===== src/rtl/mem_stage_sram.sv =====
// MEM pipeline stage bridging a 32-bit load/store onto a 16-bit asynchronous SRAM (two half-word phases).
// Optional build macro MEM_RANGE_CHECK_EN adds address range/alignment checking with addr_err.
module mem_stage_sram #(
  parameter int          WAIT_CYCLES = 1,
  parameter logic [31:0] MEM_BASE    = 32'd1024
) (
  input  logic        clk,
  input  logic        rst,
  input  logic        MEM_R_EN,
  input  logic        MEM_W_EN,
  input  logic [31:0] ALU_result,
  input  logic [31:0] Val_Rm,
  output logic [31:0] Mem_read_value,
  output logic        ready,
  output logic        addr_err,
  output logic [17:0] SRAM_ADDR,
  output logic        SRAM_WE_N,
  output logic        SRAM_OE_N,
  output logic [15:0] sram_dq_out,
  output logic        sram_dq_oe,
  input  logic [15:0] sram_dq_in
);

  typedef enum logic [1:0] {IDLE, LO, HI, DONE} state_t;

  localparam logic [2:0] WC = 3'(WAIT_CYCLES);

  state_t      state, state_nxt;
  logic [2:0]  cnt;
  logic        is_wr;
  logic [16:0] idx;
  logic [31:0] wdata;
  logic [31:0] offs;
  logic        req, last, bad;

  assign req  = MEM_R_EN | MEM_W_EN;
  assign offs = ALU_result - MEM_BASE;
  assign last = (cnt == WC);

`ifdef MEM_RANGE_CHECK_EN
  logic err;
  assign bad      = (ALU_result < MEM_BASE) || (ALU_result[1:0] != 2'b00) || (|offs[31:19]);
  assign addr_err = err;

  always_ff @(posedge clk) begin
    if (rst)                       err <= 1'b0;
    else if (state == IDLE && req) err <= bad;
  end

  logic unused_offs;
  assign unused_offs = ^offs[1:0];
`else
  // Out-of-range addresses simply wrap into the 17-bit word index.
  assign bad      = 1'b0;
  assign addr_err = 1'b0;

  logic unused_offs;
  assign unused_offs = ^{offs[31:19], offs[1:0]};
`endif

  always_comb begin
    state_nxt = state;
    case (state)
      IDLE: if (req)  state_nxt = bad ? DONE : LO;
      LO:   if (last) state_nxt = HI;
      HI:   if (last) state_nxt = DONE;
      DONE:           state_nxt = IDLE;
      default:        state_nxt = IDLE;
    endcase
  end

  always_ff @(posedge clk) begin
    if (rst) begin
      state          <= IDLE;
      cnt            <= 3'd0;
      is_wr          <= 1'b0;
      idx            <= 17'd0;
      wdata          <= 32'd0;
      Mem_read_value <= 32'd0;
    end else begin
      state <= state_nxt;
      // counter restarts on every phase entry and idles at zero outside LO/HI
      if (state_nxt != state || state == IDLE || state == DONE) cnt <= 3'd0;
      else                                                      cnt <= cnt + 3'd1;

      if (state == IDLE && req) begin
        is_wr <= MEM_W_EN;
        idx   <= offs[18:2];
        wdata <= Val_Rm;
        if (bad && !MEM_W_EN) Mem_read_value <= 32'd0;
      end
      if (state == LO && last && !is_wr) Mem_read_value[15:0]  <= sram_dq_in;
      if (state == HI && last && !is_wr) Mem_read_value[31:16] <= sram_dq_in;
    end
  end

  always_comb begin
    SRAM_ADDR   = 18'd0;
    SRAM_WE_N   = 1'b1;
    SRAM_OE_N   = 1'b1;
    sram_dq_out = 16'd0;
    sram_dq_oe  = 1'b0;
    if (state == LO || state == HI) begin
      SRAM_ADDR = {idx, state == HI};
      if (is_wr) begin
        SRAM_WE_N   = 1'b0;
        sram_dq_oe  = 1'b1;
        sram_dq_out = (state == HI) ? wdata[31:16] : wdata[15:0];
      end else begin
        SRAM_OE_N = 1'b0;
      end
    end
  end

  assign ready = ~req | (state == DONE);

endmodule


===== config.mk =====
export PLATFORM = sky130hd
export DESIGN_NAME = mem_stage_sram
export DESIGN_NICKNAME = d
export VERILOG_FILES = /design/src/rtl/mem_stage_sram.sv
export SDC_FILE = /design/constraint.sdc
export NUM_CORES = 1
export LEC_CHECK = 0
export ABC_AREA = 1
export CELL_PAD_IN_SITES_DETAIL_PLACEMENT = 1
export CELL_PAD_IN_SITES_GLOBAL_PLACEMENT = 2
export CORE_MARGIN = 8
export CORE_UTILIZATION = 22
export DETAILED_ROUTE_END_ITERATION = 10
export PLACE_DENSITY_LB_ADDON = 0.08
export SYNTH_ARGS = -nofsm -noshare
export SYNTH_HDL_FRONTEND = slang
export SYNTH_SLANG_ARGS = --single-unit

===== constraint.sdc =====
create_clock -name clk -period 1.84 [get_ports clk]
set_input_delay 0.368 -clock clk [delete_from_list [all_inputs] [get_ports clk]]
set_output_delay 0.368 -clock clk [all_outputs]
set_load 0.1 [all_outputs]

==> impl_metrics.ini, run 1 <==
[run_status]
status = finished, violations left
violations = setup timing

[logic_synthesis]
synth_common_cells = nor2_1, dfxtp_1, o21ai_0, inv_1, nand2_1
syn_area_um2 = 3750
yosysTopAreaCellShare_pct = 46.4
yosysSeqAreaShare_pct = 46.4
synthFlopType = dfxtp_1
postSynthAreaPerCell_um2 = 7.20
synthCells = 521
ys_warn_count = 0
synth_edf_count = 0
synth-seq-cells = 87
async_reset_ff_share_pct = 0
ys_types = 28
yosysTopAreaCell = dfxtp_1
synth_most_common_cell = nor2_1
synth.area.top_cells = dfxtp_1, nor2_1, o21ai_0
syn_nets = 613

[timing]
fmax_ghz = 0.484
finalCritPeriodShare_pct = 112
setup_ws_ps = -225
rsz0062_at_grt = yes
setup_violations = 36
post-route-min-period_ps = 2060
drv_slew = 0
hold_viol_final = 0
fin_skew_ps = 10.6

[layout]
fin_cells = 900
finalNetCount = 767
antennaDiodeCount = 0
final_area_um2 = 6920
drive_gt1_share_pct = 28.8
syn_to_final_growth_pct = 84.4

[placement]
portBuffers = 138
place_area_um2 = 6410
dp_hpwl_mm = 10.3
gp_congestion = 0.756
placed_cells = 872

[worst_setup_path]
start_kind = register
cpMostUsedCell = buf_12
worst_path_max_delay_cell = dfxtp_4
critPathArrivalTime_ps = 1700
cp-end-kind = primary output
max_stage_delay_ps = 380
worst-path-max-fanout = 5
crit_chain = inv_4 -> ha_4 -> buf_12 -> nand2_8 -> nor3_4 -> buf_12
cp_data_required_time_ps = 1470
worstSetupPathType = reg -> out

[floorplanning]
die_h_um = 147
initial_utilization_pct = 22.6
dieArea_um2 = 21500
die_x_um = 147
num_rows = 47
core_area_um2 = 16600
io_pins = 155

[min_path]
min_path_type = reg -> reg

[cts]
cts_tree = built
numClockSinks = 87
root_buffer = clkbuf_16
clockBufferDepth = 2
htreeDepth = 3
insertion_delay_ps = 340
numCtsBuffers = 9
clkTransAtPathRegs_ps = 70
postCtsHoldBufs = 0

[route]
vias = 3872
final_antenna_net_count = 0
avgViaCountPerCell = 4.30
dr.pass1.iters = 4
drt_iter0_markers = 165
drc = 0
wl_per_cell_um = 15.6
finalWirelength_mm = 14.0

[run]
maxCapViolations = 0

[power_and_ir_drop]
p_leak_uw = 0.00276
peakVddDrop_uv = 911
p_per_area_nw_per_um2 = 1580

[global_route]
grt.total_usage_pct = 13.2
grt_max_degree = 66
grt_pass1_wl_mm = 22.7
grt_pass1_vias = 4119
antenna_found_initial = 2
overflow = 0
[critical path, delay by kind of cell, from the launching register on]
family                     cells  cell delay, ps
DFF                            1             380
buffers and inverters          3             390
and+or+nand+nor                2             300
adders and majority gates      1             280
[cells in the final DEF, fill, tap and decap left out, types with 9 or more instances in the layout]
master / netlist / layout
nand2_1: 32 / 21
clkbuf_16: 0 / 9
clkdlybuf4s50_1: 0 / 68
dfxtp_1: 87 / 84
inv_1: 32 / 11
nand2_2: 1 / 11
buf_4: 4 / 21
nor2_1: 189 / 183
nor3_4: 0 / 16
inv_2: 7 / 16
buf_12: 0 / 74
clkinvlp_4: 0 / 10
o21ai_0: 79 / 79
[logic make-up after synthesis]
group	count (synthesis)	synth area share, %
AO/OA/AOI/OAI	93	12.8
XOR/XNOR	2	0.467
adder cells (fa/ha/maj)	8	2.67
buffers and inverters	69	8.73
flip-flops	87	46.4
other	1	0.0999
AND/OR/NAND/NOR	261	28.8
[final timing paths]
path,end,depth (start not counted),slack [ps],from
setup reg to reg,Mem_read_value[23],8,260,state[0]
setup / recovery,sram_dq_out[10],6,-220,state[1]
hold / removal,cnt[0],1,470,cnt[0]
hold reg to reg,cnt[0],1,470,cnt[0]
[routing by layer]
layer | share of wire [%] | wire length (µm) | up-vias | track usage, %
met1 | 45 | 6370 | 1789 | 16.1
met2 | 46 | 6490 | 102 | 21.2
met4 | 1.2 | 165 | 4 | 4.33
met3 | 6.9 | 963 | 14 | 4.57
li1 | - | - | 1963 | -
met5 | 0.12 | 17 | - | 0
[layout make-up]
type / count / area (µm²)
well taps: 220 / 275
repair buffers: 170 / 2410
flip-flops and latches: 87 / 1750
clock buffers: 10 / 229
fillers: 1913 / 9720
clock inverters: 6 / 51.3
multi-input cells: 368 / 2010
inverters: 39 / 190
[through the flow]
stage	setup WS, ps	TNS (ps)	hold WS, ps	total power [µW]	utilization, %
finish	-225	-6130	472	10900	41.6
global route	-288	-8470	510	11600	41.6
CTS	-245	-7040	484	11100	41.5
detailed placement	-41.1	-41.1	471	8580	38.5
global placement	-19.8	-19.8	447	8500	38.5
floorplan	-516	-7390	435	6680	-
[state kept, by name (all words and copies together) (netlist names)]
register,cells
state,2
is_wr,1
idx,17
cnt,3
wdata,32
Mem_read_value,32
[power breakdown]
part           switching [µW]  internal, µW  leakage, µW
Clock                     817           936     0.000134
Combinational            4130          2340      0.00191
Sequential                339          2360     0.000716
[what timing repair did]
item,4_1_cts,5_1_grt
pin swaps,18,0
buffers inserted,8,0
setup endpoints to repair,37,38
gates cloned,4,0
gates resized for setup,31,7
(Power assumes the default switching activity.)
==> run 2, diff against run 1 <==
--- a/config.mk
+++ b/config.mk
@@ -8,9 +8,10 @@
 export ABC_AREA = 1
 export CELL_PAD_IN_SITES_DETAIL_PLACEMENT = 1
 export CELL_PAD_IN_SITES_GLOBAL_PLACEMENT = 2
-export CORE_MARGIN = 8
+export CORE_MARGIN = 2
 export CORE_UTILIZATION = 22
 export DETAILED_ROUTE_END_ITERATION = 10
+export GPL_TIMING_DRIVEN = 0
 export PLACE_DENSITY_LB_ADDON = 0.08
 export SYNTH_ARGS = -nofsm -noshare
 export SYNTH_HDL_FRONTEND = slang
==> constraint.sdc (replaced) <==
create_clock -name clk -period 2.09 [get_ports clk]
set_input_delay 0.418 -clock clk [delete_from_list [all_inputs] [get_ports clk]]
set_output_delay 0.418 -clock clk [all_outputs]
set_load 0.1 [all_outputs]
==> impl_metrics.ini, run 2 (synthesis gave the netlist of run 1 again) <==
[global_route]
grt_pass1_wl_mm = 21.7
grt.met2_usage_pct = 25.9
grt_pass1_vias = 4119
overflow = 0
grt.total_usage_pct = 15.3
antenna_found_initial = 0
grt_use_met1_pct = 18.8
grtUsageMet3_pct = 5.26
grt_max_degree = 16
grt.busiest_layer = met2

[placement]
gp_congestion = 0.752
dp_hpwl_mm = 9.77
placed_cells = 878
portBuffers = 137

[route]
drt_iter0_markers = 87
vias = 3941
wl_per_cell_um = 14.6
finalWirelength_mm = 13.5
dr.pass1.iters = 4
final_antenna_net_count = 0
avgViaCountPerCell = 4.27
drc = 0

[worst_setup_path]
worst-path-max-fanout = 6
worst_path_max_delay_cell = dfxtp_4
start_kind = register
crit_chain = inv_4 -> ha_4 -> nand2_8 -> buf_12 -> buf_16 -> nor3_4 -> buf_12
cp_data_required_time_ps = 1670
worst-path-stages = 7
path_delay_family = buffers and inverters
critPathArrivalTime_ps = 1860
cpMostUsedCell = buf_12
worstSetupPathType = reg -> out
crit_path_start = state[1]
worst-path-buf-inv = 4
reg2regPathDepth = 9
max_stage_delay_ps = 370
cp-end-kind = primary output
regToRegStartpoint = state[1]

[run_status]
status = finished, violations left
violations = setup timing

[floorplanning]
io_pins = 155
core_area_um2 = 16600
die_x_um = 135
initial_utilization_pct = 22.6
num_rows = 47
dieArea_um2 = 18100
die_h_um = 135

[timing]
finalCritPeriodShare_pct = 109
setup_ws_ps = -189
worst_pin_slew_ps = 992
setup_violations = 25
fin_skew_ps = 5.70
post-route-min-period_ps = 2280
timing.hold.ws_ps = 385
hold_viol_final = 0
drv_slew = 0
slew_headroom_pct = 34.1
fmax_ghz = 0.439
rsz0062_at_grt = yes

[cts]
htreeDepth = 3
insertion_delay_ps = 350
cts_tree = built
numCtsBuffers = 9
numClockSinks = 87
clkTransAtPathRegs_ps = 70
clockBufferDepth = 2
root_buffer = clkbuf_16

[layout]
final_common_cell = nor2_1
antennaDiodeCount = 0
multiInputGateArea_um2 = 2010
ff_latch_area_um2 = 1750
final_cell_mix = nor2_1, dfxtp_1, o21ai_0, clkdlybuf4s50_1, buf_12
drive_gt1_share_pct = 25.6
finalNetCount = 789
largestRegisters = Mem_read_value (32), wdata (32), idx (17)
syn_to_final_growth_pct = 79.9
n_fill_cell = 1967
fin_cells = 922

[min_path]
holdCritStartpoint = rst
hold_depth = 2
min_path_type = in -> reg

[power_and_ir_drop]
p_per_area_nw_per_um2 = 1420
peakVddDrop_uv = 622
p_leak_uw = 0.00290

[run]
maxCapViolations = 0
## run 2: cell types whose count changed in the layout (fill, tap and decap cells not counted), sizes merged
cell / before / now
dlygate4sd2: 0 / 32
clkbuf: 10 / 19
clkinv: 2 / 5
clkdlybuf4s50: 68 / 67
nand2: 36 / 33
buf: 102 / 86
clkdlybuf4s15: 0 / 1
inv: 33 / 30
## run 2: metal layers
layer | up-vias | wire, µm
li1 | 2009 | -
met1 | 1819 | 6020
met2 | 101 | 6440
met3 | 12 | 834
met4 | 0 | 159
met5 | - | 0
## run 2: power breakdown
group          total [µW]  internal (µW)  leakage [µW]  switching [µW]
clock                1530            814      0.000133             713
combinational        5710           2060       0.00205            3650
sequential           2350           2070      0.000716             271
## run 2: area by class of cell
type | count | share of cell area, %
sequential | 87 | 25.9
multi-input combinational | 365 | 29.7
buffer | 29 | 3.76
inverter | 39 | 3.15
clock buffer | 10 | 3.39
tap | 220 | 4.08
timing repair buffer | 166 | 29.3
clock inverter | 6 | 0.667
## run 2: repair_timing
item,4_1_cts,5_1_grt
pin swaps,14,6
hold buffers,0,0
gates resized for setup,327,83
endpoints found under the setup margin,70,34
setup buffers,15,10
cloned,2,2
## run 2: per-stage QoR
stage | setup TNS [ps] | power (µW) | cell area, µm² | utilization [%] | setup slack, ps
floorplan | -3980 | 5870 | 4110 | - | -317
global placement | -29910 | 6980 | 5750 | 34.6 | -1150
detailed placement | -29870 | 7040 | 5750 | 34.6 | -1150
CTS | -4550 | 9030 | 6330 | 38.0 | -238
global route | -4280 | 10200 | 6750 | 40.6 | -270
finish | -2140 | 9580 | 6750 | 40.6 | -189
## run 2: final timing paths
kind                   endpoint  slack (ps)
max reg2reg  Mem_read_value[23]         310
max             sram_dq_out[12]        -190
min                    state[0]         390
min reg2reg  Mem_read_value[17]         470
